[src/rtl/mole_pkg.sv]
// Shared definitions for the whack-a-mole scheduler: game-state encoding,
// the hole index width, and popcount / saturating-add helpers.
package mole_pkg;

    localparam int HOLES      = 8;
    localparam int HOLE_IDX_W = $clog2(HOLES);

    typedef enum logic [1:0] {
        IDLE      = 2'd0,
        COUNTDOWN = 2'd1,
        PLAY      = 2'd2,
        OVER      = 2'd3
    } game_state_t;

    function automatic logic [7:0] popcount(input logic [31:0] v);
        logic [7:0] n;
        n = '0;
        for (int i = 0; i < 32; i++) begin
            n = n + {7'd0, v[i]};
        end
        return n;
    endfunction

    // Adds a and b, clamping at max instead of wrapping.
    function automatic logic [15:0] sat_add(input logic [15:0] a,
                                            input logic [15:0] b,
                                            input logic [15:0] max);
        logic [16:0] sum;
        sum = {1'b0, a} + {1'b0, b};
        return (sum > {1'b0, max}) ? max : sum[15:0];
    endfunction

endpackage

[src/rtl/mole_slot.sv]
// One mole hole: lit flag plus life counter. Reports a same-clk scored pulse
// (hit on a lit hole) and escaped pulse (life ran out with no hit).
module mole_slot #(
    parameter int LIFE_TICKS = 50
) (
    input  logic clk,
    input  logic rst,
    input  logic tick,
    input  logic spawn,
    input  logic hit,
    input  logic clear,
    output logic lit,
    output logic scored,
    output logic escaped
);

    localparam int LW = (LIFE_TICKS > 1) ? $clog2(LIFE_TICKS) : 1;
    localparam logic [LW-1:0] LIFE_LOAD = LW'(LIFE_TICKS - 1);

    logic [LW-1:0] life;

    // A hit on the expiry tick takes priority, so escape is masked by hit.
    assign scored  = lit & hit;
    assign escaped = lit & tick & ~hit & (life == '0);

    always_ff @(posedge clk or negedge rst) begin
        if (!rst) begin
            lit  <= 1'b0;
            life <= '0;
        end else if (clear) begin
            lit  <= 1'b0;
            life <= '0;
        end else if (spawn) begin
            lit  <= 1'b1;
            life <= LIFE_LOAD;
        end else if (scored || escaped) begin
            lit  <= 1'b0;
            life <= '0;
        end else if (lit && tick) begin
            life <= life - LW'(1);
        end
    end

endmodule

[src/rtl/mole_scheduler.sv]
// Whack-a-mole game sequencer: state machine, mole spawning, scoring and round
// timing. Optional MOLE_MISS_PENALTY_EN makes hits on unlit holes cost a point.
module mole_scheduler #(
    parameter int NUM_HOLES   = mole_pkg::HOLES,
    parameter int MAX_ACTIVE  = 3,
    parameter int LIFE_TICKS  = 50,
    parameter int SPAWN_TICKS = 20,
    parameter int COUNT_TICKS = 200,
    parameter int ROUND_TICKS = 3000,
    parameter int SCORE_W     = 8
) (
    input  logic                         clk,
    input  logic                         rst,
    input  logic                         tick,
    input  logic                         start,
    input  logic [$clog2(NUM_HOLES)-1:0] rnd,
    input  logic [NUM_HOLES-1:0]         hit,
    output logic [NUM_HOLES-1:0]         mole,
    output logic [SCORE_W-1:0]           score,
    output logic [7:0]                   escaped,
    output logic [11:0]                  time_left,
    output logic [1:0]                   state,
    output logic                         game_over
);

    import mole_pkg::*;

    localparam int HW = $clog2(NUM_HOLES);
    localparam int CW = (COUNT_TICKS > 1) ? $clog2(COUNT_TICKS) : 1;
    localparam int SW = (SPAWN_TICKS > 1) ? $clog2(SPAWN_TICKS) : 1;
    localparam logic [CW-1:0] CD_LOAD    = CW'(COUNT_TICKS - 1);
    localparam logic [SW-1:0] SPAWN_LAST = SW'(SPAWN_TICKS - 1);
    localparam logic [15:0]   SCORE_MAX  = 16'((1 << SCORE_W) - 1);

    game_state_t          state_q, state_d;
    logic [CW-1:0]        cd_q;
    logic [SW-1:0]        spawn_q;
    logic                 start_game, cd_done, round_end;
    logic                 in_play, play_tick, slot_clear, do_spawn, found;
    logic [NUM_HOLES-1:0] hit_play, spawn_vec, scored_vec, escaped_vec;
    logic [HW-1:0]        probe;
    logic [7:0]           active, hit_cnt, esc_cnt, esc_d;
    logic [SCORE_W-1:0]   score_d;
`ifdef MOLE_MISS_PENALTY_EN
    logic [7:0]           miss_cnt;
    logic signed [17:0]   net;
`endif

    assign in_play    = (state_q == PLAY);
    assign play_tick  = tick & in_play;
    assign hit_play   = hit & {NUM_HOLES{in_play}};
    assign slot_clear = ~in_play | round_end;
    assign active     = popcount(32'(mole));
    assign hit_cnt    = popcount(32'(scored_vec));
    assign esc_cnt    = popcount(32'(escaped_vec));
    assign esc_d      = 8'(sat_add(16'(escaped), {8'd0, esc_cnt}, 16'd255));
    assign state      = state_q;
    assign game_over  = (state_q == OVER);

    // Capacity is judged on occupancy before this clk's hits and expiries.
    assign do_spawn = play_tick && (spawn_q == SPAWN_LAST) && (active < 8'(MAX_ACTIVE));

    always_ff @(posedge clk or negedge rst) begin
        if (!rst) begin
            state_q <= IDLE;
        end else begin
            state_q <= state_d;
        end
    end

    always_comb begin
        state_d    = state_q;
        start_game = 1'b0;
        cd_done    = 1'b0;
        round_end  = 1'b0;
        case (state_q)
            IDLE, OVER: begin
                if (start) begin
                    state_d    = COUNTDOWN;
                    start_game = 1'b1;
                end
            end
            COUNTDOWN: begin
                if (tick && cd_q == '0) begin
                    state_d = PLAY;
                    cd_done = 1'b1;
                end
            end
            PLAY: begin
                if (tick && time_left == 12'd1) begin
                    state_d   = OVER;
                    round_end = 1'b1;
                end
            end
            default: state_d = IDLE;
        endcase
    end

    // Linear probe from rnd for the first hole that is currently dark.
    always_comb begin
        spawn_vec = '0;
        found     = 1'b0;
        probe     = rnd;
        for (int k = 0; k < NUM_HOLES; k++) begin
            probe = rnd + HW'(k);
            if (!found && !mole[probe]) begin
                found            = 1'b1;
                spawn_vec[probe] = do_spawn;
            end
        end
    end

    for (genvar i = 0; i < NUM_HOLES; i++) begin : g_slot
        mole_slot #(
            .LIFE_TICKS(LIFE_TICKS)
        ) u_slot (
            .clk    (clk),
            .rst    (rst),
            .tick   (play_tick),
            .spawn  (spawn_vec[i]),
            .hit    (hit_play[i]),
            .clear  (slot_clear),
            .lit    (mole[i]),
            .scored (scored_vec[i]),
            .escaped(escaped_vec[i])
        );
    end

    always_comb begin
        score_d = SCORE_W'(sat_add(16'(score), {8'd0, hit_cnt}, SCORE_MAX));
`ifdef MOLE_MISS_PENALTY_EN
        miss_cnt = popcount(32'(hit_play & ~mole));
        net = $signed({2'b00, 16'(score)}) + $signed({10'd0, hit_cnt})
            - $signed({10'd0, miss_cnt});
        if (net < 0) begin
            score_d = '0;
        end else if (net > $signed({2'b00, SCORE_MAX})) begin
            score_d = SCORE_W'(SCORE_MAX);
        end else begin
            score_d = SCORE_W'(net);
        end
`endif
    end

    always_ff @(posedge clk or negedge rst) begin
        if (!rst) begin
            cd_q      <= '0;
            spawn_q   <= '0;
            time_left <= '0;
        end else begin
            if (start_game) begin
                cd_q <= CD_LOAD;
            end else if (state_q == COUNTDOWN && tick && cd_q != '0) begin
                cd_q <= cd_q - CW'(1);
            end
            if (cd_done) begin
                time_left <= 12'(ROUND_TICKS);
                spawn_q   <= '0;
            end else if (play_tick) begin
                time_left <= round_end ? 12'd0 : time_left - 12'd1;
                if (spawn_q != SPAWN_LAST) begin
                    spawn_q <= spawn_q + SW'(1);
                end else if (do_spawn) begin
                    spawn_q <= '0;
                end
            end
        end
    end

    // Score and escape counts freeze outside PLAY and clear on each new game.
    always_ff @(posedge clk or negedge rst) begin
        if (!rst) begin
            score   <= '0;
            escaped <= '0;
        end else if (start_game) begin
            score   <= '0;
            escaped <= '0;
        end else if (in_play) begin
            score   <= score_d;
            escaped <= esc_d;
        end
    end

endmodule

[config.mk]
export PLATFORM = sky130hd
export DESIGN_NAME = mole_scheduler
export DESIGN_NICKNAME = d
export VERILOG_FILES = /design/src/rtl/mole_pkg.sv /design/src/rtl/mole_slot.sv /design/src/rtl/mole_scheduler.sv
export SDC_FILE = /design/constraint.sdc
export NUM_CORES = 1
export LEC_CHECK = 0
export BUFFER_PORTS_ARGS = -buffer_cell sky130_fd_sc_hd__buf_2
export CORE_UTILIZATION = 53
export CTS_BUF_LIST = sky130_fd_sc_hd__clkbuf_2
export DETAILED_ROUTE_END_ITERATION = 8
export GPL_ROUTABILITY_DRIVEN = 1
export PLACE_DENSITY = 0.74
export SETUP_SLACK_MARGIN = 0.15
export SYNTH_ARGS = -nofsm -noshare
export SYNTH_HDL_FRONTEND = slang
export SYNTH_SLANG_ARGS = --single-unit
[constraint.sdc]
create_clock -name clk -period 5.1 [get_ports clk]
set_clock_uncertainty 0.2 [all_clocks]
set_input_delay 0.255 -clock clk [delete_from_list [all_inputs] [get_ports clk]]
set_output_delay 0.255 -clock clk [all_outputs]
set_load 0.01 [all_outputs]
==> out/qor.yml <==
power:
  pwr-share-clk_pct: 18.2
  seq_power_share_pct: 42.8
  p_int_w: 0.001422
  p_comb_share_pct: 38.9
  ir_worst_vdd_v: 0.0001730
  sw_frac_of_total_pct: 39.85
  powerDensity_mw_per_mm2: 292.2
  power.switching_w: 0.0009419
  leakagePower_nw: 3.645
  power_w: 0.002363
timing:
  setup_viol: 0
  fmax_ghz: 0.2079
  fin_crit_ns: 4.811
  slew_violations: 0
  hold_viol: 0
  worst_slew_pin_slew_ns: 0.8231
  fin_tns_setup_ns: 0
  fin_crit_sh_pct: 94.33
  slew-limit-headroom_pct: 45.13
  rsz0062_at_grt: "false"
floorplanning:
  dieArea_mm2: 0.01425
  num_rows: 42
  die_h_um: 119.4
  die_w_um: 119.4
  core_mm2: 0.01335
  ios: 54
  start_util_pct: 54.69
final_layout:
  stdcell_count: 1061
  area_growth_pct: 10.80
  fin_nets: 944
  drive_gt1_share_pct: 16.52
detailed_routing:
  met2_length_mm: 8.302
  vias: 6403
  postRouteAntennaNets: 0
  drt-vias-per-instance: 6.035
  wl_per_cell_um: 17.11
  dr.pass1.iters: 5
  top_layer_used: "met4"
  dr_wl_met3_mm: 1.109
  route.detailed.drc: 0
  drt_iter0_drc: 587
  drt-total-wl_mm: 18.16
  wl_met1_mm: 8.465
global_routing:
  grt_start_max_net_pins: 58
  grt_pass1_vias: 5968
  grt_pass1_wl_mm: 30.46
  track_usage_pct: 26.97
  antenna_found_initial: 1
  overflow: 0
synthesis:
  synth-edff-count: 0
  avgSynthCellArea_um2: 8.880
  synthCells: 822
  ys_async_sr_fraction_pct: 100.0
  synth_top_area_share_pct: 33.94
  syn-num-nets: 887
  syn_area_mm2: 0.007300
  ys_seq_area_share_pct: 33.94
  yosys-top-cells-area: "dfrtp_1 (34%), ha_1 (6.2%), fa_1 (3.8%)"
  synth.distinct_cells: 74
  synthFlopType: "dfrtp_1"
  synth-seq-cells: 99
  synth_top_area_cell: "dfrtp_1"
  yosys_warnings: 0
critical_path:
  worstPathRequired_ns: 5.40
  max_stage_delay_ns: 0.55
  crit_path_top_delay_cell: "fa_1"
  worstSetupPathType: "reg2reg"
  start_kind: "register"
  arrival_ns: 5.11
  endpoint_kind: "register"
  cp_max_fo: 4
  cp_common_cell: "fa_1"
  crit_chain: "fa_1, inv_1, fa_1, fa_1, inv_1, ha_1, fa_1, o21a_1, a2111o_1, o41ai_1, a21oi_1, nor4b_2, xnor2_1, o21ai_1"
cts:
  clkTransAtPathRegs_ns: 0.26
  clk_latency_ns: 0.61
  cts_max_path_buffers: 2
  clock_sinks: 99
  cts_buffers: 9
  cts-root-buf: "clkbuf_2"
  tritoncts: "built"
  htreeDepth: 3
placement:
  hpwl_mm: 13.16
  dp.cells: 1032
  gp_congestion: 0.9486
  port_buffers: 53
run_status:
  status: "finished clean"
flow_run:
  max_cap_viol_count: 0
worst_hold_path:
  hold_path.class: "in2reg"
cells in the mapped netlist (6+ instances only):
| cell | count |
|---|---|
| xnor2_1 | 28 |
| nand3_1 | 39 |
| a221o_1 | 7 |
| and3_1 | 7 |
| xor2_1 | 21 |
| clkbuf_1 | 25 |
| dfrtp_1 | 99 |
| fa_1 | 14 |
| o21ai_0 | 46 |
| buf_2 | 6 |
| nand2b_1 | 17 |
| or2_2 | 7 |
| or4_1 | 9 |
| o21ai_1 | 10 |
| a31oi_1 | 8 |
| or3_1 | 12 |
| nand2_1 | 68 |
| nor2b_1 | 10 |
| mux2_2 | 7 |
| a21oi_1 | 50 |
| ha_1 | 36 |
| mux4_2 | 10 |
| nor2_1 | 66 |
| inv_1 | 56 |
| nor4_1 | 12 |
| mux2i_1 | 8 |
| and2_1 | 9 |
| buf_4 | 9 |
| nor3_1 | 32 |
final timing paths:
path	endpoint	start	depth (start not counted)	slack, ns
max	g_slot[0].u_slot.life[5]$_DFFE_PN0P_	g_slot[0].u_slot.lit$_DFFE_PN0P_	14	0.29
min	g_slot[2].u_slot.life[4]$_DFFE_PN0P_	hit[2]	4	0.07
max reg2reg	g_slot[0].u_slot.life[5]$_DFFE_PN0P_	g_slot[0].u_slot.lit$_DFFE_PN0P_	14	0.29
min reg2reg	time_left[7]$_DFFE_PN0P_	time_left[7]$_DFFE_PN0P_	1	0.31
max in group asynchronous	g_slot[6].u_slot.life[5]$_DFFE_PN0P_	rst	4	3.55
min in group asynchronous	score[5]$_DFFE_PN0P_	rst	4	0.43
worst max-delay path: cells and delay by family (launching register included):
| family | cells | cell delay (ns) |
|---|---|---|
| adder cells (fa/ha/maj) | 5 | 2.09 |
| AO/OA/AOI/OAI | 5 | 1.31 |
| flip-flops | 1 | 0.51 |
| AND/OR/NAND/NOR | 1 | 0.34 |
| XOR/XNOR | 1 | 0.17 |
| buffers and inverters | 2 | 0.09 |
repair_timing:
| action | CTS | global route |
|---|---|---|
| hold buffers | 11 | 0 |
| endpoints found under the hold margin | 81 | 0 |
| pin swaps | 1 | 3 |
| setup endpoints to repair | 1 | 14 |
| resized for setup | 4 | 10 |
| buffers inserted | 1 | 0 |
layer usage:
| layer | vias to the layer above | GRT usage (%) |
|---|---|---|
| met4 | 0 | 8.750 |
| met5 | - | 0 |
| met2 | 195 | 40.55 |
| met1 | 3133 | 39.56 |
| met3 | 26 | 4.406 |
| li1 | 3049 | - |
cell usage in the layout, fill, tap and decap left out, types with 10 or more instances in the layout:
master	instances
inv_1	55
buf_2	52
nand3_1	39
xor2_1	21
nor2_1	66
dlygate4sd3_1	10
o21ai_0	46
xnor2_1	28
mux4_2	10
buf_4	27
nand2_1	68
nor2b_1	10
nand2b_1	17
nor3_1	32
ha_1	35
or3_1	12
a21oi_1	50
nor4_1	10
fa_1	11
dfrtp_1	99
o21ai_1	10
clkbuf_2	10
power by group through the flow:
| stage | clock network [W] | registers, W | logic (W) |
|---|---|---|---|
| floorplan | 0 | 0.00104 | 0.000570 |
| global placement | 0 | 0.00102 | 0.000862 |
| detailed placement | 0 | 0.00102 | 0.000883 |
| CTS | 0.000435 | 0.00101 | 0.000900 |
| global route | 0.000469 | 0.00103 | 0.00103 |
| finish | 0.000431 | 0.00101 | 0.000920 |
per-stage QoR:
step,setup slack (ns),utilization (%),area (um2),hold WS (ns)
2_1_floorplan,0.2339,-,7300,-0.2406
3_3_place_gp,0.1987,58.27,7777,0.08286
3_5_place_dp,0.09942,58.27,7777,0.08229
4_1_cts,0.1618,60.33,8053,0.03012
5_1_grt,0.1427,60.59,8088,0.06715
6_report,0.2894,60.59,8088,0.06671
state kept, by name, summed over array words and instances, names as in the netlist:
register and flops:
g_slot.u_slot.life 48, cd_q 8, spawn_q 5, score 8, g_slot.u_slot.lit 8, state 2, escaped 8, time_left 12
cell type report:
type | count | area (um2)
diodes | 1 | 2.502
clock buffers | 10 | 50.05
flip-flops and latches | 99 | 2477
repair buffers | 91 | 598.1
well taps | 176 | 220.2
multi-input cells | 622 | 4449
inverters | 56 | 210.2
fillers | 1197 | 5260
clock inverters | 6 | 80.08
logic make-up after synthesis:
| family | count (synthesis) | synth area share [%] |
|---|---|---|
| adder cells (fa/ha/maj) | 50 | 10.01 |
| AND/OR/NAND/NOR | 308 | 21.60 |
| AO/OA/AOI/OAI | 186 | 16.64 |
| multiplexers | 29 | 6.068 |
| flip-flops | 99 | 33.94 |
| buffers and inverters | 101 | 5.862 |
| XOR/XNOR | 49 | 5.879 |
Power figures use the tool's default switching activity.
